<file path="src/rtl/ecall_io_ctrl_pkg.sv">
// Shared definitions for the ecall console responder: read-service FSM states
// and the seven-segment hex font.
package io_pkg;

  typedef enum logic [1:0] {
    IDLE         = 2'd0,
    WAIT_PRESS   = 2'd1,
    WAIT_RELEASE = 2'd2,
    DELIVER      = 2'd3
  } state_t;

  localparam int unsigned DIGITS = 8;

  // Returns active-low cathodes {dp,g,f,e,d,c,b,a}; dp is always off.
  function automatic logic [7:0] hex_to_seg(input logic [3:0] nib);
    logic [6:0] seg;
    seg = 7'h7F;
    case (nib)
      4'h0: seg = 7'h40;
      4'h1: seg = 7'h79;
      4'h2: seg = 7'h24;
      4'h3: seg = 7'h30;
      4'h4: seg = 7'h19;
      4'h5: seg = 7'h12;
      4'h6: seg = 7'h02;
      4'h7: seg = 7'h78;
      4'h8: seg = 7'h00;
      4'h9: seg = 7'h10;
      4'hA: seg = 7'h08;
      4'hB: seg = 7'h03;
      4'hC: seg = 7'h46;
      4'hD: seg = 7'h21;
      4'hE: seg = 7'h06;
      4'hF: seg = 7'h0E;
      default: seg = 7'h7F;
    endcase
    return {1'b1, seg};
  endfunction

endpackage

</file>
<file path="src/rtl/ecall_io_ctrl_btn_debounce.sv">
// Push-button conditioner: 2-FF synchronizer, stability counter and stable
// level, with one-cycle press/release pulses on stable-level edges.
module btn_debounce #(
  parameter logic [19:0] DEB_CYCLES = 20'd1000000
) (
  input  logic clk,
  input  logic reset,
  input  logic btn,
  output logic press_pulse,
  output logic release_pulse
);

  logic [1:0]  sync;
  logic        stable;
  logic [19:0] cnt;

  // NOTE: all state here updates with <= so every register samples the
  // pre-edge values; blocking assignments would chain the synchronizer stages.
  always_ff @(posedge clk or negedge reset) begin
    if (!reset) begin
      sync          <= 2'b00;
      stable        <= 1'b0;
      cnt           <= 20'd0;
      press_pulse   <= 1'b0;
      release_pulse <= 1'b0;
    end else begin
      sync          <= {sync[0], btn};
      press_pulse   <= 1'b0;
      release_pulse <= 1'b0;
      if (sync[1] == stable) begin
        cnt <= 20'd0;
      end else if (cnt == DEB_CYCLES - 20'd1) begin
        stable        <= ~stable;
        cnt           <= 20'd0;
        press_pulse   <= ~stable;
        release_pulse <= stable;
      end else begin
        cnt <= cnt + 20'd1;
      end
    end
  end

endmodule

</file>
<file path="src/rtl/ecall_io_ctrl.sv">
// Board-side responder for CPU ecall console services: latches print values
// onto an 8-digit multiplexed display and answers read requests from switches.
module ecall_io_ctrl
  import io_pkg::*;
#(
  parameter int          SW_W       = 16,
  parameter logic [19:0] DEB_CYCLES = 20'd1000000,
  parameter logic [15:0] SCAN_DIV   = 16'd50000
) (
  input  logic            clk,
  input  logic            reset,
  input  logic            print_req,
  input  logic [31:0]     print_data,
  input  logic            read_req,
  input  logic [SW_W-1:0] sw,
  input  logic            confirm_btn,
  output logic [31:0]     read_data,
  output logic            read_valid,
  output logic            cpu_stall,
  output logic [7:0]      seg_an,
  output logic [7:0]      seg_cat,
  output logic            busy
);

  state_t          state, state_next;
  logic            print_q, read_q;
  logic            print_rise, read_rise;
  logic [SW_W-1:0] sw_meta, sw_sync;
  logic [31:0]     disp_reg;
  logic            disp_on;
  logic [15:0]     scan_cnt;
  logic [2:0]      digit;
  logic            press, released;

  btn_debounce #(.DEB_CYCLES(DEB_CYCLES)) u_btn (
    .clk          (clk),
    .reset        (reset),
    .btn          (confirm_btn),
    .press_pulse  (press),
    .release_pulse(released)
  );

  assign print_rise = print_req & ~print_q;
  // Gated by reset so a read_req held high during reset cannot raise the
  // combinational stall while the FSM is forced to IDLE.
  assign read_rise  = read_req & ~read_q & reset;

  always_ff @(posedge clk or negedge reset) begin
    if (!reset) begin
      state     <= IDLE;
      print_q   <= 1'b0;
      read_q    <= 1'b0;
      sw_meta   <= '0;
      sw_sync   <= '0;
      read_data <= 32'd0;
      disp_reg  <= 32'd0;
      disp_on   <= 1'b0;
      scan_cnt  <= 16'd0;
      digit     <= 3'd0;
    end else begin
      state   <= state_next;
      print_q <= print_req;
      read_q  <= read_req;
      sw_meta <= sw;
      sw_sync <= sw_meta;
      if (print_rise) begin
        disp_reg <= print_data;
        disp_on  <= 1'b1;
      end
      if (state == WAIT_PRESS && press) read_data <= 32'(sw_sync);
      if (scan_cnt == SCAN_DIV - 16'd1) begin
        scan_cnt <= 16'd0;
        digit    <= digit + 3'd1;
      end else begin
        scan_cnt <= scan_cnt + 16'd1;
      end
    end
  end

  // NOTE: every output of this block gets a default before the case so no
  // path leaves a signal unassigned and no latch is inferred.
  always_comb begin
    state_next = state;
    read_valid = 1'b0;
    cpu_stall  = 1'b0;
    busy       = (state != IDLE);
    case (state)
      IDLE: begin
        cpu_stall = read_rise;
        if (read_rise) state_next = WAIT_PRESS;
      end
      WAIT_PRESS: begin
        cpu_stall = 1'b1;
        if (press) state_next = WAIT_RELEASE;
      end
      WAIT_RELEASE: begin
        cpu_stall = 1'b1;
        if (released) state_next = DELIVER;
      end
      DELIVER: begin
        read_valid = 1'b1;
        state_next = IDLE;
      end
      default: state_next = IDLE;
    endcase
  end

  always_comb begin
    seg_an  = 8'hFF;
    seg_cat = 8'hFF;
    if (disp_on) begin
      seg_an  = ~(8'd1 << digit);
      seg_cat = hex_to_seg(disp_reg[digit*4 +: 4]);
    end
  end

endmodule

</file>
<file path="config.mk">
export PLATFORM = sky130hd
export DESIGN_NAME = ecall_io_ctrl
export DESIGN_NICKNAME = d
export VERILOG_FILES = /design/src/rtl/ecall_io_ctrl_pkg.sv /design/src/rtl/ecall_io_ctrl_btn_debounce.sv /design/src/rtl/ecall_io_ctrl.sv
export SDC_FILE = /design/constraint.sdc
export NUM_CORES = 1
export LEC_CHECK = 0
export ABC_AREA = 1
export BUFFER_PORTS_ARGS = -buffer_cell sky130_fd_sc_hd__buf_2
export CORE_ASPECT_RATIO = 1.2
export CORE_MARGIN = 1
export CORE_UTILIZATION = 50
export CTS_BUF_LIST = sky130_fd_sc_hd__clkbuf_2
export CTS_CLUSTER_SIZE = 40
export DETAILED_ROUTE_END_ITERATION = 16
export GPL_TIMING_DRIVEN = 0
export PLACE_DENSITY = 0.8
export SYNTH_ARGS = -nofsm -noshare
export SYNTH_HDL_FRONTEND = slang
export SYNTH_HIERARCHICAL = 1
export SYNTH_SLANG_ARGS = --single-unit
export TNS_END_PERCENT = 10
</file>
<file path="constraint.sdc">
create_clock -name clk -period 2.5 [get_ports clk]
set_input_delay 0.375 -clock clk [delete_from_list [all_inputs] [get_ports clk]]
set_output_delay 0.375 -clock clk [all_outputs]
set_load 0.01 [all_outputs]
</file>
==> metrics.md <==
| Metric | Value |
|---|---|
| Post-synthesis sequential area ratio | `between 50 and 60%` |
| H-Tree Depth | `4` |
| Static leakage | `4.12 nW` |
| Setup_tns | `-2740 ps` |
| Die Y | `123 um` |
| Clock Power Share | `30.4%` |
| Flop pwr share | `between 50% and 60%` |
| Initial antenna violation count | `1` |
| Clock Pin Slew Worst Setup and Hold Paths | `190 ps` |
| Syn Area/Cell | `9.20 um^2` |
| Sequential Area | `0.00323 mm^2` |
| P per Cell Area | `553 mW/mm^2` |
| Final instance area | `0.00796 mm^2` |
| Combinational Power Share | `18.5%` |
| DRC errors left | `0` |
| CP Class | `flip-flop to output pin` |
| Remaining Overflow, GRT | `0` |
| Status | `finished with violations` |
| Nets | `925` |
| Fin. max-slew vios | `0` |
| CP Capture Type | `output pin` |
| CP Launch Type | `flip-flop` |
| Synthesis Warnings | `6` |
| Row Count | `43` |
| Skew final | `~28 ps` |
| Most used DFF post-synth | `dfrtp_1` |
| Clk sinks | `129` |
| Vias | `5061` |
| Netlist cell types | `38` |
| Die width | `103 um` |
| DP HPWL | `8590 um` |
| Fmax achieved | `346 MHz` |
| Area share of the largest cell type after synthesis | `53.2%` |
| Pre-CTS WS | `133 ps` |
| Syn Inst Count | `660` |
| Final hold slack | `48.6 ps` |
| Switching share of total power | `29.2%` |
| Placed Area | `approximately 0.0068 mm^2` |
| Final setup violation count | `8` |
| Most frequent cells in the layout | `128 x dfrtp_1, 97 x nand2_1, 93 x nor2_1, 89 x buf_2, 77 x inv_1` |
| Mapped Area | `0.00607 mm^2` |
| Drt wl/cell | `roughly 14 um` |
| Final WS setup | `-393 ps` |
| # port buffers | `86` |
| Internal Power | `3.12 mW` |
| RSZ-0062 raised after global routing | `yes` |
| CTS tree | `built` |
| Detailed router's first-iteration violation count | `266` |
| Placed insts | `between 900 and 1000` |
| First-pass GRT wire length | `around 22000 um` |
| GRT Overall Usage | `23.3%` |
| Clock latency at the later pin of the worst-skew pair | `~650 ps` |
| Largest net degree at the start of global routing | `94` |
| Worst path required time | `around 2100 ps` |
| Vias in the first global route | `approximately 4900` |
| Num CTS Buffers | `17` |
| Hold Crit Class | `input port to flip-flop` |
| CP max FO | `7` |
| Io pins | `104` |
| Detailed Route WL | `14000 um` |
| Post-route ant nets | `0` |
| Routability Congestion | `0.907` |
| Final instance count without filler cells | `1024` |
| Commonest non-fill, non-tap cell in the layout | `dfrtp_1` |
| Root buffer cell | `clkbuf_2` |
| Max cap viols | `0` |
| Pre-Repair DR Iteration Count | `6` |
| Fin. Hold Viols | `0` |
| Post-Route Utilization | `just under 70%` |
| Core outline area | `0.0117 mm^2` |
| Switching pwr | `around 1.3 mW` |
| Failing checks | `setup timing` |
| Post-synth EDFFs | `0` |
| Flip-flop count of the largest register after layout | `32` |
| Yosys reg bits | `129` |
| Leading area contributor after synthesis | `dfrtp_1` |
| CP arrival | `2520 ps` |
| DR vias/cell | `4.94` |
| Layout cells sized above 1 | `around 28%` |
| Min Tclk post-route | `2890 ps` |
| Multi-input logic area | `~0.0026 mm^2` |
| Overall Power | `4.40 mW` |
| Layout fillers | `878` |
| Area contributors post-synth | `dfrtp_1 53%, nand2_1 6.5%, nor2_1 5.9%` |
| Starting Density | `52.0%` |
| Async S/R FF share, synth | `100%` |
| Tcrit/Tclk final | `116%` |
| Area Overhead vs Synth | `31.1%` |
| Die area | `0.0126 mm^2` |
| Clock Path Buffers | `2` |
| VDD IR max | `about 330 uV` |
layer usage:
metal  vias to the layer above  track usage, %  part of all wire, %
met1                      2395            27.0                   39
met3                        44            4.95                  4.8
met2                       171            41.2                   53
met4                         0            9.91                  2.6
met5                         -               0                    0
li1                       2451               -                    -
critical path: stages, from the launching register on:
cell and delay (ps):
dfrtp_2 500, inv_4 110, buf_6 140, nand2_2 50, nand3_2 60, nand3_2 100, o21ai_4 150, inv_2 130
ha_2 210, nand2_1 80, nand2_1 60, nand2_1 70, nand3_1 70, buf_2 150
final cells by class:
type                            count  share of cell area (%)
Sequential cell                   129                    40.6
Multi-Input combinational cell    433                    32.3
Timing Repair Buffer              158                    14.7
Inverter                           84                    4.02
Buffer                             30                    2.69
Tap cell                          157                    2.47
Clock inverter                     14                    2.06
Clock buffer                       18                    1.13
Antenna cell                        1                  0.0314
path summary, 6_finish.rpt:
| path | startpoint | to | slack (ps) | cells after the start |
|---|---|---|---|---|
| min | print_data[9] | disp_reg[9] | 50 | 3 |
| max reg2reg | state[1] | read_data[9] | 740 | 5 |
| max | digit[0] | seg_cat[3] | -390 | 13 |
| min in group asynchronous | reset | u_btn/sync[1] | 580 | 6 |
| max in group asynchronous | reset | digit[0] | 1430 | 6 |
| min reg2reg | sw_meta[5] | sw_sync[5] | 360 | 0 |
power groups by stage:
stage	logic, mW	clock network, mW	registers, mW
finish	0.815	1.34	2.25
global route	0.907	1.46	2.26
CTS	0.731	1.37	2.25
floorplan	0.412	0	2.27
detailed placement	0.632	0	2.29
global placement	0.610	0	2.28
cell usage after synthesis (2+ instances only):
cell	number
nand2_4	3
dfrtp_1	129
inv_2	3
o21bai_1	2
buf_2	5
nor2_4	6
o21ai_1	2
nor4_1	2
ha_1	19
clkbuf_1	5
mux2_2	19
nor2_1	95
xor2_1	12
o21ai_0	9
nand3_4	2
xnor2_1	5
nor3_1	7
nand2_2	6
nand4_1	7
nand2_1	105
nor2_2	2
nand3_2	2
a21oi_1	36
conb_1	2
buf_4	19
nand3_1	64
inv_1	81
timing repair:
| action | CTS | global route |
|---|---|---|
| hold endpoints to repair | 111 | 89 |
| gates cloned | 1 | 1 |
| resized for setup | 23 | 29 |
| setup buffers | 13 | 2 |
| hold buffers | 54 | 1 |
| pin swaps | 4 | 16 |
| endpoints found under the setup margin | 7 | 8 |
logic make-up after synthesis:
family / after synthesis / synth area share (%)
simple gates: 306 / 23.4
other cells: 2 / 0.124
xor+xnor: 17 / 2.45
mux: 19 / 3.52
flops: 129 / 53.2
buf+inv: 114 / 8.45
compound gates: 54 / 4.99
fa+ha+maj: 19 / 3.91
Note: power is estimated with default switching activity, not from simulation.
